File: src/rtl/pipe_ctrl_pkg.sv
// Shared pipeline-control definitions: FSM encoding, register-index width,
// default memory timeout and the bit positions of the hazard priority decode.
package pipe_ctrl_pkg;

  localparam int REG_W           = 5;
  localparam int DEF_MEM_TIMEOUT = 255;

  typedef enum logic [1:0] {
    RUN      = 2'd0,
    MEM_WAIT = 2'd1,
    REDIRECT = 2'd2,
    ILLEGAL  = 2'd3
  } pipe_state_e;

  // One-hot priority decode: memory wait > branch flush > load-use stall
  localparam int SEL_WAIT     = 0;
  localparam int SEL_BRANCH   = 1;
  localparam int SEL_LOAD_USE = 2;
  localparam int SEL_W        = 3;

endpackage

File: src/rtl/pipe_ctrl_hazard_detect.sv
// hazard_detect: purely combinational load-use compare and one-hot priority
// decode of the three pipeline events seen from the RUN state.
module hazard_detect
  import pipe_ctrl_pkg::*;
(
  input  logic [REG_W-1:0] id_rs1,
  input  logic [REG_W-1:0] id_rs2,
  input  logic             id_use_rs1,
  input  logic             id_use_rs2,
  input  logic [REG_W-1:0] ex_rd,
  input  logic             ex_mem_read,
  input  logic             ex_branch_taken,
  input  logic             mem_req,
  input  logic             mem_ready,
  output logic             load_use,
  output logic [SEL_W-1:0] sel
);

  logic wait_req;

  // x0 is hardwired zero, so a load targeting it can never create a hazard
  assign load_use = ex_mem_read && (ex_rd != '0) &&
                    ((id_use_rs1 && (id_rs1 == ex_rd)) ||
                     (id_use_rs2 && (id_rs2 == ex_rd)));

  assign wait_req = mem_req && !mem_ready;

  always_comb begin
    sel = '0;
    if (wait_req)             sel[SEL_WAIT]     = 1'b1;
    else if (ex_branch_taken) sel[SEL_BRANCH]   = 1'b1;
    else if (load_use)        sel[SEL_LOAD_USE] = 1'b1;
  end

endmodule

File: src/rtl/pipe_ctrl.sv
// pipe_ctrl: stall/flush/freeze controller for a 5-stage pipeline with a
// memory-wait FSM, deferred redirect and sticky timeout. Optional
// performance counters are built when PIPE_CTRL_PERF_EN is defined.
module pipe_ctrl
  import pipe_ctrl_pkg::*;
#(
  parameter int MEM_TIMEOUT = DEF_MEM_TIMEOUT
) (
  input  logic             clk,
  input  logic             reset,
  input  logic [REG_W-1:0] id_rs1,
  input  logic [REG_W-1:0] id_rs2,
  input  logic             id_use_rs1,
  input  logic             id_use_rs2,
  input  logic [REG_W-1:0] ex_rd,
  input  logic             ex_mem_read,
  input  logic             ex_branch_taken,
  input  logic             mem_req,
  input  logic             mem_ready,
  output logic             pc_write_en,
  output logic             if_id_stall,
  output logic             if_id_flush,
  output logic             id_ex_flush,
  output logic             pipe_freeze,
  output logic             mem_timeout,
  output logic [1:0]       state
`ifdef PIPE_CTRL_PERF_EN
  ,
  output logic [31:0]      stall_cycles,
  output logic [31:0]      flush_count
`endif
);

  localparam int CNT_W = (MEM_TIMEOUT < 1) ? 1 : $clog2(MEM_TIMEOUT + 1);
  localparam logic [CNT_W-1:0] CNT_MAX = CNT_W'(MEM_TIMEOUT);

  pipe_state_e      state_q, state_d;
  logic             pend_q, pend_d;
  logic             lu_block_q;
  logic             lu_stall;
  logic             load_use;
  logic [SEL_W-1:0] sel;
  logic [CNT_W-1:0] wait_cnt_q;
  logic [CNT_W-1:0] wait_cnt_sat;

  hazard_detect u_hazard_detect (
    .id_rs1          (id_rs1),
    .id_rs2          (id_rs2),
    .id_use_rs1      (id_use_rs1),
    .id_use_rs2      (id_use_rs2),
    .ex_rd           (ex_rd),
    .ex_mem_read     (ex_mem_read),
    .ex_branch_taken (ex_branch_taken),
    .mem_req         (mem_req),
    .mem_ready       (mem_ready),
    .load_use        (load_use),
    .sel             (sel)
  );

  assign state = state_q;

  // Outputs are forced to their idle values while reset is low, so the
  // combinational paths cannot leak a freeze during an asynchronous reset.
  always_comb begin
    state_d     = state_q;
    pend_d      = pend_q;
    pc_write_en = 1'b1;
    if_id_stall = 1'b0;
    if_id_flush = 1'b0;
    id_ex_flush = 1'b0;
    pipe_freeze = 1'b0;
    lu_stall    = 1'b0;
    if (!reset) begin
      state_d = RUN;
      pend_d  = 1'b0;
    end else begin
      case (state_q)
        RUN: begin
          if (sel[SEL_WAIT]) begin
            pipe_freeze = 1'b1;
            if_id_stall = 1'b1;
            pc_write_en = 1'b0;
            state_d     = MEM_WAIT;
            if (ex_branch_taken) pend_d = 1'b1;
          end else if (sel[SEL_BRANCH]) begin
            if_id_flush = 1'b1;
            id_ex_flush = 1'b1;
          end else if (sel[SEL_LOAD_USE] && !lu_block_q) begin
            pc_write_en = 1'b0;
            if_id_stall = 1'b1;
            id_ex_flush = 1'b1;
            lu_stall    = 1'b1;
          end
        end
        MEM_WAIT: begin
          // EX is frozen here, so a branch seen now is ignored
          if (!mem_ready) begin
            pipe_freeze = 1'b1;
            if_id_stall = 1'b1;
            pc_write_en = 1'b0;
          end else begin
            state_d = pend_q ? REDIRECT : RUN;
          end
        end
        REDIRECT: begin
          if_id_flush = 1'b1;
          id_ex_flush = 1'b1;
          pend_d      = 1'b0;
          state_d     = RUN;
        end
        default: state_d = RUN;
      endcase
    end
  end

  always_ff @(posedge clk or negedge reset) begin
    if (!reset) begin
      state_q    <= RUN;
      pend_q     <= 1'b0;
      lu_block_q <= 1'b0;
    end else begin
      state_q    <= state_d;
      pend_q     <= pend_d;
      // One bubble per hazard: stay blocked while the same hazard persists
      lu_block_q <= lu_stall | (lu_block_q & load_use);
    end
  end

  assign wait_cnt_sat = (wait_cnt_q == CNT_MAX) ? wait_cnt_q : wait_cnt_q + CNT_W'(1);

  always_ff @(posedge clk or negedge reset) begin
    if (!reset) begin
      wait_cnt_q  <= '0;
      mem_timeout <= 1'b0;
    end else if (state_q == MEM_WAIT && !mem_ready) begin
      wait_cnt_q <= wait_cnt_sat;
      if (wait_cnt_sat == CNT_MAX) mem_timeout <= 1'b1;
    end else begin
      wait_cnt_q <= '0;
    end
  end

`ifdef PIPE_CTRL_PERF_EN
  always_ff @(posedge clk or negedge reset) begin
    if (!reset) begin
      stall_cycles <= '0;
      flush_count  <= '0;
    end else begin
      if (pipe_freeze || lu_stall) stall_cycles <= stall_cycles + 32'd1;
      if (if_id_flush)             flush_count  <= flush_count + 32'd1;
    end
  end
`endif

endmodule
File: config.mk
export PLATFORM = sky130hd
export DESIGN_NAME = pipe_ctrl
export DESIGN_NICKNAME = d
export VERILOG_FILES = /design/src/rtl/pipe_ctrl_pkg.sv /design/src/rtl/pipe_ctrl_hazard_detect.sv /design/src/rtl/pipe_ctrl.sv
export SDC_FILE = /design/constraint.sdc
export NUM_CORES = 1
export LEC_CHECK = 0
export CORE_UTILIZATION = 29
export CTS_BUF_LIST = sky130_fd_sc_hd__clkbuf_4
export DETAILED_ROUTE_END_ITERATION = 6
export GPL_TIMING_DRIVEN = 0
export HOLD_SLACK_MARGIN = 0.08
export PLACE_DENSITY = 0.66
export SYNTH_ARGS = -nofsm -noshare
export SYNTH_HDL_FRONTEND = slang
export SYNTH_HIERARCHICAL = 1
export SYNTH_SLANG_ARGS = --single-unit
File: constraint.sdc
create_clock -name clk -period 2.3 [get_ports clk]
set_clock_uncertainty 0.1 [all_clocks]
set_input_delay 0.46 -clock clk [delete_from_list [all_inputs] [get_ports clk]]
set_output_delay 0.46 -clock clk [all_outputs]
set_load 0.03 [all_outputs]
# --- Word level (Yosys, flattened, before mapping) ---
# Index checks and enable logic that the tools add are counted.
totals:
  register_bits: 13
  latchBits: 0
  ramBits: 0
  rom_bits: 0
  in_bits: 23
  out_inout_bits: 8
  elab_cells: 75
  n_memories: 0
classes:
  add_sub_neg: 1
  mul: 0
  div: 0
  magnitude_cmp: 0
  eq_ne: 10
  shifts: 0
  mux: 42
  bitwise: 2
  n_reduce_logical: 15
op_table:
  columns: ["operator", "count"]
  rows:
  - ["2-to-1 mux 1 bit", 28]
  - ["equality test 8 bit (second input constant)", 2]
  - ["2-to-1 mux 8 bit", 2]
  - ["case mux 1 bit (2 select lines)", 6]
  - ["equality test 5 bit", 2]
  - ["2-to-1 mux 2 bit", 5]
  - ["!= test 3 bit (second input constant)", 3]
  - ["adder 8 x 1 -> 8 bit (second input constant)", 1]
  - ["logical AND 1 bit", 7]
  - ["nonzero test 5 bit", 1]
  - ["case mux 2 bit (2 select lines)", 1]
  - ["AND reduction 2 bit", 2]
  - ["!= test 3 x 1 -> 1 bit (second input constant)", 1]
  - ["AND reduction 3 bit", 1]
  - ["equality test 2 x 1 -> 1 bit (second input constant)", 1]
  - ["equality test 2 bit (second input constant)", 1]
  - ["zero test 1 bit", 2]
  - ["zero test 2 bit", 1]
  - ["bitwise AND 1 bit", 1]
  - ["logical OR 1 bit", 1]
  - ["OR 1 bit", 1]

# --- Longest topological paths before layout ---
# Gate-level depths: netlist of the first run.
depth:
  ltp_word: 14
  depth_mapped: 6
  depth_no_buf: 6

# --- Hierarchy ---
# Netlist of the first run, hierarchy kept.
modules_own_cells:
  columns: ["module", "instances", "cells_each", "area_per_inst_um2"]
  rows:
  - ["pipe_ctrl", 1, 77, 763.2]
  - ["hazard_detect", 1, 21, 170.2]

# --- Least setup slack after synthesis of the first run ---
# Ideal clock, no wire load.
synth_timing:
  path_type: "input to output"
  start: "input port ex_rd[4]"
  end: "output port id_ex_flush"
  t_arrival_ns: 2.000
  required_time_ns: 1.740
  slack_ns: -0.260
  stages: 6
  path_buffers: 0
  cell_sequence: "xor2_1 nor4_2 a32oi_1 nor4_2 nor4b_1 a21o_1"
synth_between:
  elab_chain_cells: 13
  word_cells_on_any_way: 17
  classes_between: "eq/ne (2); mux (8); reduce/logical (7)"
synth_lines:
  columns: ["item", "line", "text"]
  rows:
  - ["from (decl)", "pipe_ctrl.sv:15", "input logic [REG_W-1:0] ex_rd,"]
  - ["equality test 5 bit, on equally long branches", "pipe_ctrl_hazard_detect.sv:23, pipe_ctrl_hazard_detect.sv:24", null]
  - ["logical AND 1 bit, on equally long branches", "pipe_ctrl_hazard_detect.sv:23, pipe_ctrl_hazard_detect.sv:24", null]
  - ["logical OR 1 bit", "pipe_ctrl_hazard_detect.sv:23", "((id_use_rs1 && (id_rs1 == ex_rd)) ||"]
  - ["logical AND 1 bit (*)", "pipe_ctrl_hazard_detect.sv:22", "assign load_use = ex_mem_read && (ex_rd != '0) &&"]
  - ["2-to-1 mux 1 bit (*)", "pipe_ctrl_hazard_detect.sv:32", "else if (load_use) sel[SEL_LOAD_USE] = 1'b1;"]
  - ["2-to-1 mux 1 bit (*)", "pipe_ctrl_hazard_detect.sv:31", "else if (ex_branch_taken) sel[SEL_BRANCH] = 1'b1;"]
  - ["2-to-1 mux 2 bit (*)", "pipe_ctrl_hazard_detect.sv:30", "if (wait_req) sel[SEL_WAIT] = 1'b1;"]
  - ["via sel[2]", "pipe_ctrl.sv:42", "logic [SEL_W-1:0] sel;"]
  - ["logical AND 1 bit (*)", "pipe_ctrl.sv:88", "end else if (sel[SEL_LOAD_USE] && !lu_block_q) begin"]
  - ["2-to-1 mux 1 bit (*)", "pipe_ctrl.sv:88", null]
  - ["2-to-1 mux 1 bit (*)", "pipe_ctrl.sv:85", "end else if (sel[SEL_BRANCH]) begin"]
  - ["2-to-1 mux 1 bit (*)", "pipe_ctrl.sv:79", "if (sel[SEL_WAIT]) begin"]
  - ["case mux 1 bit (2 select lines) (*)", "pipe_ctrl.sv:77", "case (state_q)"]
  - ["2-to-1 mux 1 bit (*)", "pipe_ctrl.sv:73", "if (!reset) begin"]
  - ["to (decl)", "pipe_ctrl.sv:23", "output logic id_ex_flush,"]
# The timed path passes the listed nets; every way through them passes the cells marked *.

# --- Worst setup path after layout of the first run ---
layout_timing:
  start: "input port id_rs2[2]"
  end: "output port pc_write_en"
layout_between:
  elab_chain_cells: 13
layout_lines:
  columns: ["item", "line", "text"]
  rows:
  - ["from (decl)", "pipe_ctrl.sv:12", "input logic [REG_W-1:0] id_rs2,"]
  - ["equality test 5 bit", "pipe_ctrl_hazard_detect.sv:24", "(id_use_rs2 && (id_rs2 == ex_rd)));"]
  - ["logical AND 1 bit", "pipe_ctrl_hazard_detect.sv:24", null]
  - ["logical OR 1 bit", "pipe_ctrl_hazard_detect.sv:23", null]
  - ["logical AND 1 bit", "pipe_ctrl_hazard_detect.sv:22", null]
  - ["2-to-1 mux 1 bit", "pipe_ctrl_hazard_detect.sv:32", null]
  - ["2-to-1 mux 1 bit", "pipe_ctrl_hazard_detect.sv:31", null]
  - ["2-to-1 mux 2 bit", "pipe_ctrl_hazard_detect.sv:30", null]
  - ["via sel[2]", "pipe_ctrl.sv:42", null]
  - ["logical AND 1 bit", "pipe_ctrl.sv:88", null]
  - ["2-to-1 mux 1 bit", "pipe_ctrl.sv:88", null]
  - ["2-to-1 mux 1 bit", "pipe_ctrl.sv:85", null]
  - ["2-to-1 mux 1 bit", "pipe_ctrl.sv:79", null]
  - ["case mux 1 bit (2 select lines)", "pipe_ctrl.sv:77", null]
  - ["2-to-1 mux 1 bit", "pipe_ctrl.sv:73", null]
  - ["to (decl)", "pipe_ctrl.sv:20", "output logic pc_write_en,"]
# The timed path passes the listed nets, and every way through them passes these cells.

==> run metrics, run 1 <==
Yosys Warn Count=6; global-route wire length before repair=3746 µm; fin. max-slew vios=0; Req. time, crit path=1.74 ns; CTS Sinks=13; final setup vio count=3; peak supply drop=0.2859 mV; Synth async-reset ratio=1.000; failing checks=negative setup slack; Fillers=300; Net Switching=143.5 µW; setup slack, reg-to-reg=0.16 ns; PortBufs=30; Leak=0.0005968 µW; Via Count=862; drc violations=0; WP data arrival=2.03 ns; Setup crit start=id_rs2[2]; area delta synth->final=50.13%; worst rel slew slack=0.7464; hpwl dp=1708 µm; Fmax achieved=385.6 MHz; hold_buf cts=0; maxcap violations=0; Hold/Removal Path Class=in2async; Syn Inst Count=98; CP max stage cell=nor4_2; Ant. Diodes=0; Slew @ Worst Pin=0.3803 ns; routed wire length=2380 µm; Storage cell area=325.3 µm²; crit path cell chain=buf_6, xor2_2, nor4_2, a32oi_2, nor4_2, nor4b_4, buf_4, a21oi_2, buf_6; most frequent cells in the layout=dfrtp_1 (13), buf_6 (8), nor2_1 (8), xor2_1 (8); Site Rows=20; Worst Path Max Fanout=3; Top delay family on crit path=simple AND/OR/NAND/NOR gates; DR WL/cell=13.37 µm; Tmin final=2.593 ns; drt first pass iters=4; GRT Total Usage=0.1438; Crit path largest cell delay=0.32 ns; depth of the most critical reg-to-reg path=5; Sw Ratio=0.2776; CTS tree=done; clock buffer depth=2; largest net degree at the start of global routing=16; syn_nets=122; Critical Path Sink Type=output pin; worst r2r dst=mem_timeout$_DFFE_PN0P_; final setup margin=-0.2933 ns; Die Y=58.73 µm; dominant cells by area after synthesis=dfrtp_1 (35%), xor2_1 (8.4%), xnor2_1 (5.6%); Post-Syn Area=933.4 µm²; number of top-level pins=31; Gate power share=0.243; most common cell after layout, fill and taps aside=dfrtp_1; core box area=3053 µm²; RSZ-0062 raised after global routing=yes; die area=3449 µm²; CTS Root Cell=clkbuf_4; initial antenna violation count=0; share of cells above drive strength 1=0.3582; synth unique cells=39; cts bufs inserted=3; Clk pwr share=0.303; Crit Path Class=in2out; CTS H-tree depth=1; DP Cell Count=172; number of synthesized flops with an enable pin=0; share of the synthesized area in the top cell type=0.3485; WP buf/inv=3; CP Launch Type=input pin; Final nets=159; Cell Pwr Density=369.0 nW/µm²; worst skew pair latency=0.28 ns; gr ovfl total=0; sequential fraction of design power=0.454; Synth Area per Inst=9.524 µm²; Final ANT Viol Nets=0; outcome=finished, violations left; Die X=58.73 µm; final-report hold violation count=0; Reg-to-Reg Start=wait_cnt_q[0]$_DFF_PN0_; Seq cells post-synth=13; multi-input logic area=630.6 µm²; vias in the first global route=869; WHS=0.07383 ns; initial drt markers=14; largest area contributor in the netlist=dfrtp_1; clock slew at reported path FFs=0.08 ns; GP Congestion=0.7932; register area share after synthesis=0.3485; initial core utilization=0.3057; Top FF cell, synth=dfrtp_1; Power Internal=373.6 µW; Layout Cells excl Fill=178; Via-to-Cell Ratio=4.843; final period utilization=1.128
==> through the flow <==
stage          power, µW  worst slack [ns]  cell area, µm²  TNS (ns)  utilization
6_report           517.2           -0.2933            1401   -0.7769       0.4590
5_1_grt            539.1           -0.4334            1401    -1.186       0.4590
4_1_cts            518.9           -0.3098            1379   -0.8402       0.4516
3_5_place_dp       357.9            -1.321            1318    -5.846       0.4316
3_3_place_gp       355.1            -1.201            1318    -5.265       0.4316
2_1_floorplan      290.9          -0.03116           962.2  -0.06232            -
==> routing by layer <==
metal  GRT usage  up-vias  wire, µm
met5           0        -         0
met4     0.08163        0        72
met3     0.02857        9       165
met2      0.2581       30      1211
met1      0.1566      402       931
li1            -      421         -
==> cell usage after synthesis (all sizes together) (2+ instances only) <==
master  instances
dfrtp          13
xor2            9
nor2            8
a21oi           7
nand3           7
inv             6
xnor2           6
nand2           4
nor2b           4
mux2i           3
nor4            3
a21o            2
a31oi           2
buf             2
nor3            2
o21ai           2
or3             2
==> kinds of logic (layout without fill, tap and decap cells) <==
kind of cell,count (synthesis),count (layout),share of synthesized area
AO/OA/AOI/OAI,17,17,0.1354
XOR/XNOR,15,15,0.1408
adder cells (fa/ha/maj),1,1,0.01340
buffers and inverters,9,45,0.05898
flip-flops,13,13,0.3485
multiplexers,4,4,0.04424
AND/OR/NAND/NOR,39,39,0.2587
==> state kept, by name, summed over array words and instances, names as in the netlist <==
| name | flops |
|---|---|
| pend_q | 1 |
| wait_cnt_q | 8 |
| mem_timeout | 1 |
| lu_block_q | 1 |
| state | 2 |
==> timing repair <==
item                                    4_1_cts  5_1_grt
cloned                                        0        0
hold endpoints to repair                      0        0
pin swaps                                    13        2
endpoints found under the setup margin        5        3
setup buffers                                 2        0
gates resized for setup                      93        5
==> area by class of cell <==
cell class | instances | share of cell area
plain buffers | 3 | 0.02589
clock buffers | 4 | 0.02143
inverters | 6 | 0.01786
multi-input cells | 76 | 0.4500
flip-flops and latches | 13 | 0.2321
well taps | 44 | 0.03929
repair buffers | 32 | 0.2134
==> power by group through the flow <==
| stage | Combinational (µW) | Sequential [µW] | Clock, µW |
|---|---|---|---|
| CTS | 121 | 235 | 163 |
| finish | 126 | 235 | 157 |
| detailed placement | 119 | 239 | 0 |
| floorplan | 50.1 | 241 | 0 |
| global placement | 116 | 239 | 0 |
| global route | 134 | 235 | 169 |
==> worst max path at each step <==
stage	end	cells past startpoint	slack, ns
3_3_place_gp	id_ex_flush	8	-1.20
3_5_place_dp	if_id_stall	8	-1.32
6_report	pc_write_en	9	-0.29
2_1_floorplan	id_ex_flush	6	-0.03
5_1_grt	pc_write_en	9	-0.43
4_1_cts	pc_write_en	9	-0.31
Power figures use the tool's default switching activity.
==> run 2, diff against run 1 <==
--- a/config.mk
+++ b/config.mk
@@ -5,12 +5,13 @@
 export SDC_FILE = /design/constraint.sdc
 export NUM_CORES = 1
 export LEC_CHECK = 0
+export CORE_MARGIN = 8
 export CORE_UTILIZATION = 29
 export CTS_BUF_LIST = sky130_fd_sc_hd__clkbuf_4
 export DETAILED_ROUTE_END_ITERATION = 6
 export GPL_TIMING_DRIVEN = 0
 export HOLD_SLACK_MARGIN = 0.08
-export PLACE_DENSITY = 0.66
+export PLACE_DENSITY = 0.68
 export SYNTH_ARGS = -nofsm -noshare
 export SYNTH_HDL_FRONTEND = slang
 export SYNTH_HIERARCHICAL = 1
==> run 2 against run 1 <==
Against the previous run:
- the run still ends with negative setup slack left
- clock power is 3% lower
- critical endpoint unchanged
- global-route usage is 4.0 points lower
- largest power group unchanged
- fmax about the same
==> run metrics, run 2 (synthesis results as in run 1) <==
outcome=finished, violations left; failing checks=negative setup slack; hpwl dp=1950 µm (+14%); CP Launch Type=input pin; gr ovfl total=0 (unchanged); DR WL/cell=14.00 µm (+4.7%); Fillers=322 (+7.3%); worst r2r dst=mem_timeout$_DFFE_PN0P_; multi-input logic area=629.4 µm² (-0.20%); Die X=72.73 µm (+24%); CTS Root Cell=clkbuf_4; fin. max-slew vios=0 (unchanged); routed wire length=2562 µm (+7.6%); Cell Pwr Density=361.0 nW/µm² (-2.2%); worst hold path startpoint=mem_timeout$_DFFE_PN0P_; initial drt markers=27 (+13); Storage cell area=325.3 µm² (unchanged); number of top-level pins=31 (unchanged); setup slack, reg-to-reg=0.23 ns (+0.07 ns); worst rel slew slack=0.7748 (+0.02841); share of cells above drive strength 1=0.3813 (+0.02309); Crit Path Class=in2out; Hold/Removal Path Class=reg2reg; Top reg by flops=wait_cnt_q; Site Rows=20 (unchanged); Worst Path Max Fanout=3 (unchanged); Ant. Diodes=0 (unchanged); CTS H-tree depth=1 (unchanged); M3 GR Usage=0.03434 (+0.005769); max reg flops=8 (unchanged); Hold Path Cell Cnt=2; Leak=0.0006201 µW (+3.9%); final setup margin=-0.2947 ns (-0.001399 ns); WP data arrival=2.03 ns (about the same); initial core utilization=0.3057 (unchanged); most common cell after layout, fill and taps aside=dfrtp_1; GP Congestion=0.8468 (+6.8%); Tmin final=2.595 ns (+0.001399 ns); Die Y=72.73 µm (+24%); PortBufs=30 (unchanged); vias in the first global route=917 (+5.5%); depth of the most critical reg-to-reg path=5 (unchanged); final period utilization=1.128 (about the same); Final ANT Viol Nets=0 (unchanged); drc violations=0 (unchanged); RSZ-0062 raised after global routing=yes; clock buffer depth=2 (unchanged); Critical Path Sink Type=output pin; clock slew at reported path FFs=0.08 ns (about the same); area delta synth->final=52.95%; drt first pass iters=4 (unchanged); peak supply drop=0.2294 mV (-20%); Reg-to-Reg Start=wait_cnt_q[0]$_DFF_PN0_; Slew @ Worst Pin=0.3366 ns (-0.04372 ns); GRT Total Usage=0.1035 (-0.04024); Core Util, Final=0.4676 (+0.008607); most frequent cells in the layout=dfrtp_1 (13), buf_6 (10), nor2_1 (8), xor2_1 (8); M1 GR Usage=0.1128 (-0.04379); CTS tree=done; GR peak layer=met2; initial antenna violation count=0 (unchanged); M2 GR Usage=0.1769 (-0.08118); maxcap violations=0 (unchanged); Req. time, crit path=1.74 ns (about the same); CTS Sinks=13 (unchanged); Fin Setup TNS=-0.7747 ns (+0.002231 ns); global-route wire length before repair=4298 µm (+15%); Via-to-Cell Ratio=4.781 (-1.3%); final setup vio count=3 (unchanged); die area=5290 µm² (+53%); final-report hold violation count=0 (unchanged); Worst Hold End=mem_timeout$_DFFE_PN0P_; worst skew pair latency=0.28 ns (about the same); Via Count=875 (+1.5%); largest net degree at the start of global routing=9 (-7); Final nets=164 (+3.1%); cts bufs inserted=3 (unchanged); core box area=3053 µm² (unchanged); Fmax achieved=385.4 MHz (about the same)
[run 2: final cells by class]
| cell class | instances | share of cell area |
|---|---|---|
| Buffer | 3 | 0.02542 |
| Clock buffer | 4 | 0.02103 |
| Inverter | 6 | 0.01578 |
| Multi-Input combinational cell | 76 | 0.4408 |
| Sequential cell | 13 | 0.2279 |
| Tap cell | 44 | 0.03856 |
| Timing Repair Buffer | 37 | 0.2305 |
[run 2: power by group]
group	switching, µW	total, µW	internal, µW
Clock	72.7	152	79.1
Combinational	61.1	129	67.4
Sequential	4.03	235	231
[run 2: how the worst max path moves through the flow]
stage,to,cells past startpoint,slack (ns),from
floorplan,id_ex_flush,6,-0.03,ex_rd[4]
global placement,if_id_stall,8,-1.27,ex_rd[0]
detailed placement,if_id_stall,8,-1.29,ex_rd[4]
CTS,pc_write_en,9,-0.29,id_rs2[4]
global route,pc_write_en,9,-0.40,id_rs2[4]
finish,pc_write_en,9,-0.29,id_rs2[4]
[run 2: stage by stage]
step | instances | setup slack (ns) | total power, µW | instance area [µm²] | hold slack, ns
detailed placement | 172 | -1.288 | 357.6 | 1318 | 0.3748
global route | 183 | -0.3980 | 544.4 | 1428 | 0.4203
finish | 183 | -0.2947 | 515.3 | 1428 | 0.3875
CTS | 181 | -0.2918 | 515.0 | 1405 | 0.3931
global placement | 172 | -1.267 | 356.0 | 1318 | 0.3491
floorplan | 98 | -0.03116 | 290.9 | 962.2 | 0.06441
[run 2: timing repair]
item	in CTS	in global routing
hold buffers	2	0
setup endpoints to repair	5	5
resized for setup	93	9
pin swaps	12	2
hold endpoints to repair	6	0
setup buffers	3	2
gates cloned	0	0
[run 2: worst max-delay path, stage by stage]
cell     delay [ns]
buf_6          0.09
xor2_1         0.15
nor4_2         0.31
a32oi_2        0.17
nor4_2         0.19
nor4b_4        0.30
buf_4          0.17
a21oi_2        0.05
buf_6          0.14
[run 2: metal layers]
layer  part of all wire  wire length, µm
met1               0.42             1074
met2               0.47             1216
met3              0.089              229
met4              0.016               42
met5                  0                0
